$ cat config.mk
export PLATFORM = sky130hd
export DESIGN_NAME = ring_johnson_counter
export DESIGN_NICKNAME = d
export VERILOG_FILES = /design/src/rtl/rjc_pkg.sv /design/src/rtl/rjc_legal_check.sv /design/src/rtl/ring_johnson_counter.sv
export SDC_FILE = /design/constraint.sdc
export NUM_CORES = 1
export LEC_CHECK = 0
export CAP_MARGIN = 15
export CORE_ASPECT_RATIO = 1.1
export CORE_MARGIN = 2
export CORE_UTILIZATION = 25
export DETAILED_ROUTE_END_ITERATION = 12
export HOLD_SLACK_MARGIN = 0.05
export PLACE_DENSITY_LB_ADDON = 0.1
export SLEW_MARGIN = 40
export SYNTH_ARGS = -nofsm -noshare
export SYNTH_HDL_FRONTEND = slang
export SYNTH_SLANG_ARGS = --single-unit
$ cat constraint.sdc
create_clock -name clk -period 5.41 [get_ports clk]
set_clock_uncertainty 0.1 [all_clocks]
set_input_delay 1.082 -clock clk [delete_from_list [all_inputs] [get_ports clk]]
set_output_delay 1.082 -clock clk [all_outputs]
set_load 0.01 [all_outputs]
$ cat src/rtl/rjc_pkg.sv
// Shared constants and helpers for the ring/Johnson shift counter.
package rjc_pkg;

  localparam logic MODE_RING    = 1'b0;
  localparam logic MODE_JOHNSON = 1'b1;
  localparam logic DIR_UP       = 1'b0;
  localparam logic DIR_DN       = 1'b1;

  function automatic logic [31:0] home_state(
    input logic        mode,
    input int unsigned n
  );
    home_state = (mode == MODE_RING && n != 0) ? 32'd1 : 32'd0;
  endfunction

endpackage

$ cat src/rtl/rjc_legal_check.sv
// Legality checker for ring (one-hot) and Johnson (anchored run) states.
// Only built when RJC_SELF_CORRECT_EN is defined.
`ifdef RJC_SELF_CORRECT_EN
module rjc_legal_check
  import rjc_pkg::*;
#(
  parameter int N = 4
) (
  input  logic [N-1:0] value,
  input  logic         mode,
  output logic         legal
);

  logic [N-1:0] inv;
  logic         lsb_run;
  logic         msb_run;
  logic         one_hot;

  assign inv = ~value;
  // x & (x+1) is zero only for a run of ones starting at bit 0
  assign lsb_run = ((value & (value + N'(1))) == '0);
  assign msb_run = ((inv & (inv + N'(1))) == '0);
  assign one_hot = $onehot(value);

  assign legal = (mode == MODE_JOHNSON) ? (lsb_run | msb_run) : one_hot;

endmodule
`endif

$ cat src/rtl/ring_johnson_counter.sv
// N-bit ring / Johnson sequencer with load, direction, wrap pulse.
// Optional illegal-state correction: define RJC_SELF_CORRECT_EN.
module ring_johnson_counter
  import rjc_pkg::*;
#(
  parameter int N = 4
) (
  input  logic         clk,
  input  logic         reset,
  input  logic         en,
  input  logic         dir,
  input  logic         mode,
  input  logic         load,
  input  logic [N-1:0] load_val,
  output logic [N-1:0] q,
  output logic         wrap,
  output logic         err
);

  logic         mode_q, mode_d;
  logic [N-1:0] q_q, q_d;
  logic         wrap_q, wrap_d;
  logic [N-1:0] step;
  logic [N-1:0] home_new;
  logic [N-1:0] home_cur;

  assign home_new = N'(home_state(mode, N));
  assign home_cur = N'(home_state(mode_q, N));

  always_comb begin
    step = q_q;
    unique case ({mode_q, dir})
      {MODE_RING, DIR_UP}:    step = {q_q[N-2:0], q_q[N-1]};
      {MODE_RING, DIR_DN}:    step = {q_q[0], q_q[N-1:1]};
      {MODE_JOHNSON, DIR_UP}: step = {q_q[N-2:0], ~q_q[N-1]};
      {MODE_JOHNSON, DIR_DN}: step = {~q_q[0], q_q[N-1:1]};
      default:                step = q_q;
    endcase
  end

`ifdef RJC_SELF_CORRECT_EN
  logic err_q, err_d;
  logic ld_legal;
  logic q_legal;

  rjc_legal_check #(.N(N)) u_chk_ld (
    .value (load_val),
    .mode  (mode_q),
    .legal (ld_legal)
  );

  rjc_legal_check #(.N(N)) u_chk_q (
    .value (q_q),
    .mode  (mode_q),
    .legal (q_legal)
  );

  assign err = err_q;
`else
  assign err = 1'b0;
`endif

  always_comb begin
    mode_d = mode_q;
    q_d    = q_q;
    wrap_d = 1'b0;
`ifdef RJC_SELF_CORRECT_EN
    err_d  = 1'b0;
`endif
    if (reset || mode != mode_q) begin
      mode_d = mode;
      q_d    = home_new;
    end else if (load) begin
`ifdef RJC_SELF_CORRECT_EN
      if (ld_legal) begin
        q_d = load_val;
      end else begin
        q_d   = home_cur;
        err_d = 1'b1;
      end
`else
      q_d = load_val;
`endif
    end else if (en) begin
`ifdef RJC_SELF_CORRECT_EN
      if (!q_legal) begin
        q_d   = home_cur;
        err_d = 1'b1;
      end else begin
        q_d    = step;
        wrap_d = (step == home_cur);
      end
`else
      q_d    = step;
      wrap_d = (step == home_cur);
`endif
    end
  end

  always_ff @(posedge clk) begin
    mode_q <= mode_d;
    q_q    <= q_d;
    wrap_q <= wrap_d;
`ifdef RJC_SELF_CORRECT_EN
    err_q  <= err_d;
`endif
  end

  assign q    = q_q;
  assign wrap = wrap_q;

endmodule

==> Yosys cells after proc, flatten, opt, wreduce, memory -nomap -nowiden <==
Cells that the tools add are included.
{ "op_classes": {"n_mux": 6, "bitwise": 3, "eq_ne": 5, "n_reduce_logical": 4} }
{ "ops": {"columns": ["cell", "count"], "rows": [
  ["4-bit one-hot mux with 4 select lines", 1],
  ["4-bit two-way mux", 3],
  ["2-bit == test, second input constant", 2],
  ["4-bit by 1-bit == test with 1-bit output", 1],
  ["1-bit inverter", 3],
  ["3-bit nonzero test", 1],
  ["3-bit OR reduction", 1],
  ["2-bit by 1-bit == test with 1-bit output, second input constant", 1],
  ["2-bit logical NOT", 1],
  ["1-bit two-way mux", 2],
  ["1-bit logical OR", 1],
  ["1-bit inequality test", 1]
]} }
{ "word_totals": {"wordCells": 21, "reg_bits": 6, "in_bits": 10} }

==> Longest topological paths before layout <==
{ "depth": {"depth_word": 5, "depth_mapped": 4, "mapped_depth_nobuf": 3} }

==> Least setup slack after synthesis <==
OpenSTA, ideal clock, no wires.
{ "synth_timing": {"kind": "in2reg", "from": "in mode", "to": "reg q_q[0], in the netlist q[0], enable pin", "stages": 4, "n_path_buf": 1, "setup_ns": 0.273, "slack_ns": 3.098, "t_arrival_ns": 1.939, "path_cell_list": "xor2_1 or2_1 buf_6 or3_1"} }
{ "synth_via": {"elab_chain_cells": 3} }
{ "synth_rtl": {"columns": ["item", "line_no", "rtl"], "rows": [
  ["start: declaration", "ring_johnson_counter.sv:12", "input logic mode,"],
  ["1-bit inequality test", "ring_johnson_counter.sv:70", "if (reset || mode != mode_q) begin"],
  ["1-bit logical OR", "ring_johnson_counter.sv:70", null],
  ["3-bit nonzero test (no source line)", null, null],
  ["end signal: assignment", "ring_johnson_counter.sv:102", "q_q <= q_d;"],
  ["end: declaration", "ring_johnson_counter.sv:21", "logic [N-1:0] q_q, q_d;"]
]} }
Every way passes these cells.
A chain may end at the register's enable or synchronous reset.

==> Final worst setup path <==
{ "layout_timing": {"from": "in mode", "to": "reg q_q[2], in the netlist q[2], enable pin"} }
Same word-level chain as after synthesis.

==> results by group <==
Route
  • # DRC: 0
  • Avg WL per Cell: roughly 13 um
  • Via density: approximately 4.8
  • Routed Antenna Nets: 0
  • Vias: 344
  • DRT iter0 DRCs: 4
  • Drt first pass iters: 2
  • DRT Wirelength: approximately 970 um

Yosys
  • Number of enable flip-flop cells after synthesis: 5
  • Yosys top cell by area: edfxtp_1
  • Top_reg_cell synth: edfxtp_1
  • Post-synth top cells: edfxtp_1, nand2_1, a21oi_1
  • Seq cells post-synth: 6
  • Avg Inst Size Synth: ~10 um^2
  • Top cells by area, synth: edfxtp_1, mux2_2, dfxtp_1
  • Yosys Warn Count: 0
  • Async set-or-reset flop fraction in the synthesized netlist: 0%
  • Sequential share of the synthesized area: between 40% and 50%
  • Syn Nets: 50
  • Post-Syn Instances: 40
  • Yosys top cell area share: a little under two fifths
  • Synth unique cells: 26
  • Synthesized area: 402 um^2

Cells and area
  • Layout cell share with drive strength beyond 1: approximately an eighth
  • Fin nets: 66
  • # diodes: 0
  • Fin area: around 570 um^2
  • Final core occ: roughly 37%
  • Final cell count without fillers: 72
  • Layout area overhead: 40.8%

Die
  • DIE AREA: between 1500 and 2000 um^2
  • # IOs: 16
  • # rows: 15
  • Die X: between 40 and 50 um
  • Die height: ~46 um
  • Core ar.: between 1500 and 2000 um^2
  • Initial Utilization: a little over a quarter

Placed design
  • RePlAce Congestion: 0.686
  • Pre-CTS setup slack: between 2 and 3 ns
  • Post-DP HPWL: 721 um
  • Post-Place Cells: between 60 and 70
  • Post-DP Area: 539 um^2
  • Port Buffers: 14

Clocking
  • CTS Sinks: 6
  • CTS clk-pin slew, worst paths: 0.05 ns
  • CTS resizes: 0
  • Cts bufs inserted: 3
  • Cts-stage hold buffer count: 0
  • CTS tree: done
  • Clock Latency Late Sink: ~0.25 ns
  • CTS H-Tree Depth: 1
  • Setup repair bufs after CTS: 0
  • Clock buffer depth: 2
  • CTS Root Cell: clkbuf_4

STA
  • Final worst-path cycle share: around half
  • Min setup slack post-route: around 2.8 ns
  • Setup_tns: 0 ns
  • Setup Viol. Count Final: 0
  • RSZ-0062 raised after global routing: false
  • Hold slack: 0.578 ns
  • Fmax achieved: approximately 380 MHz
  • Crit path time final: roughly 2.6 ns
  • Final count of pins violating max slew: 0
  • Final hold viol count: 0

Worst setup path
  • CP Launch Type: input port
  • Maximum fanout along the worst path: 7
  • Slowest cell on crit path: clkdlybuf4s50_1
  • Worst-case reg-to-reg path depth: 3
  • Worst path cell trace: clkdlybuf4s50_1 > xor2_1 > or2_1 > or3_1
  • Slowest stage delay, CP: 0.46 ns
  • Stages on worst setup path: 4
  • Worst r2r src: mode_q$_DFFE_PP_
  • Worst setup EP type: flip-flop
  • Flop2flop setup slack: 3.60 ns
  • CP Class: input port to flip-flop
  • Worst r2r dst: q[2]$_SDFFCE_PP0P_
  • Crit path required time: between 5 and 6 ns
  • Bufs and invs on worst path: 1
  • Top delay family on crit path: simple AND/OR/NAND/NOR gates
  • Critical Path AT: approximately 2.5 ns

Flow run
  • Max Cap Viol: 0

Run status
  • Status: finished clean

Hold path
  • Min-Delay Path Class: flip-flop to flip-flop
  • Hold depth: 2
  • WHS Endpoint: wrap$_SDFF_PP0_
  • Worst min-delay path startpoint: q[2]$_SDFFCE_PP0P_

Global route
  • Number of global-route vias before repair: 342
  • Grt total ovfl: 0
  • Antenna violations before repair: 0
  • Largest net degree at the start of global routing: 11
  • GRT Util Overall: 11.5%
  • Global-route wire length before repair: approximately 1.6 mm

Power
  • Power per cell area: approximately 250 nW/um^2
  • Total power: ~0.14 mW
  • Worst vdd ir: about 0.13 mV
  • Leakage: between 0.2 and 0.25 nW
kinds of logic after synthesis:
family	Yosys count	share of synthesized area (%)
AO/OA/AOI/OAI	10	17.8
XOR/XNOR	3	6.54
buffers and inverters	4	6.85
flip-flops	6	42.4
multiplexers	2	5.61
other	1	0.934
AND/OR/NAND/NOR	14	19.9
how the worst max path moves through the flow:
stage	slack (ns)	start	end
after detailed placement	2.53	mode	q[2]$_SDFFCE_PP0P_
after CTS	2.79	mode	q[2]$_SDFFCE_PP0P_
final	2.80	mode	q[2]$_SDFFCE_PP0P_
after global placement	2.62	mode	q[0]$_DFFE_PP_
after global routing	2.74	mode	q[2]$_SDFFCE_PP0P_
after floorplan	3.10	mode	q[0]$_DFFE_PP_
registers in the layout, indices dropped and copies added (netlist names):
signal	count
q	4
mode_q	1
wrap	1
worst reg2reg max path, delay by kind of cell (launching register included):
kind             cells  cell delay (ns)
flip-flops           1             0.49
AND/OR/NAND/NOR      2             0.74
XOR/XNOR             1             0.19
placed cells by master, fill, tap and decap left out, types with 2 or more instances in the layout:
master	instances
clkdlybuf4s50_1	14
nand2_1	5
edfxtp_1	5
a21oi_1	3
clkbuf_4	3
xor2_1	2
mux2_2	2
nor3b_1	2
o21ai_0	2
metal layers:
metal	part of all wire [%]	up-vias	track usage (%)
met5	0	-	0
met4	0	0	3.75
met3	6.8	0	5.16
met2	49	13	19.4
met1	44	157	13.3
li1	-	174	-
cell type report:
class / count / area, um^2
fill: 168 / 973
multi-input combinational: 30 / 204
sequential: 6 / 170
timing repair buffer: 14 / 140
clock buffer: 4 / 26.3
tap: 17 / 21.3
inverter: 1 / 3.75
where the power goes:
group	internal (mW)	switching, mW
registers	0.0548	0.00585
logic	0.0195	0.0135
clock network	0.0281	0.0193
(Power assumes the default switching activity.)
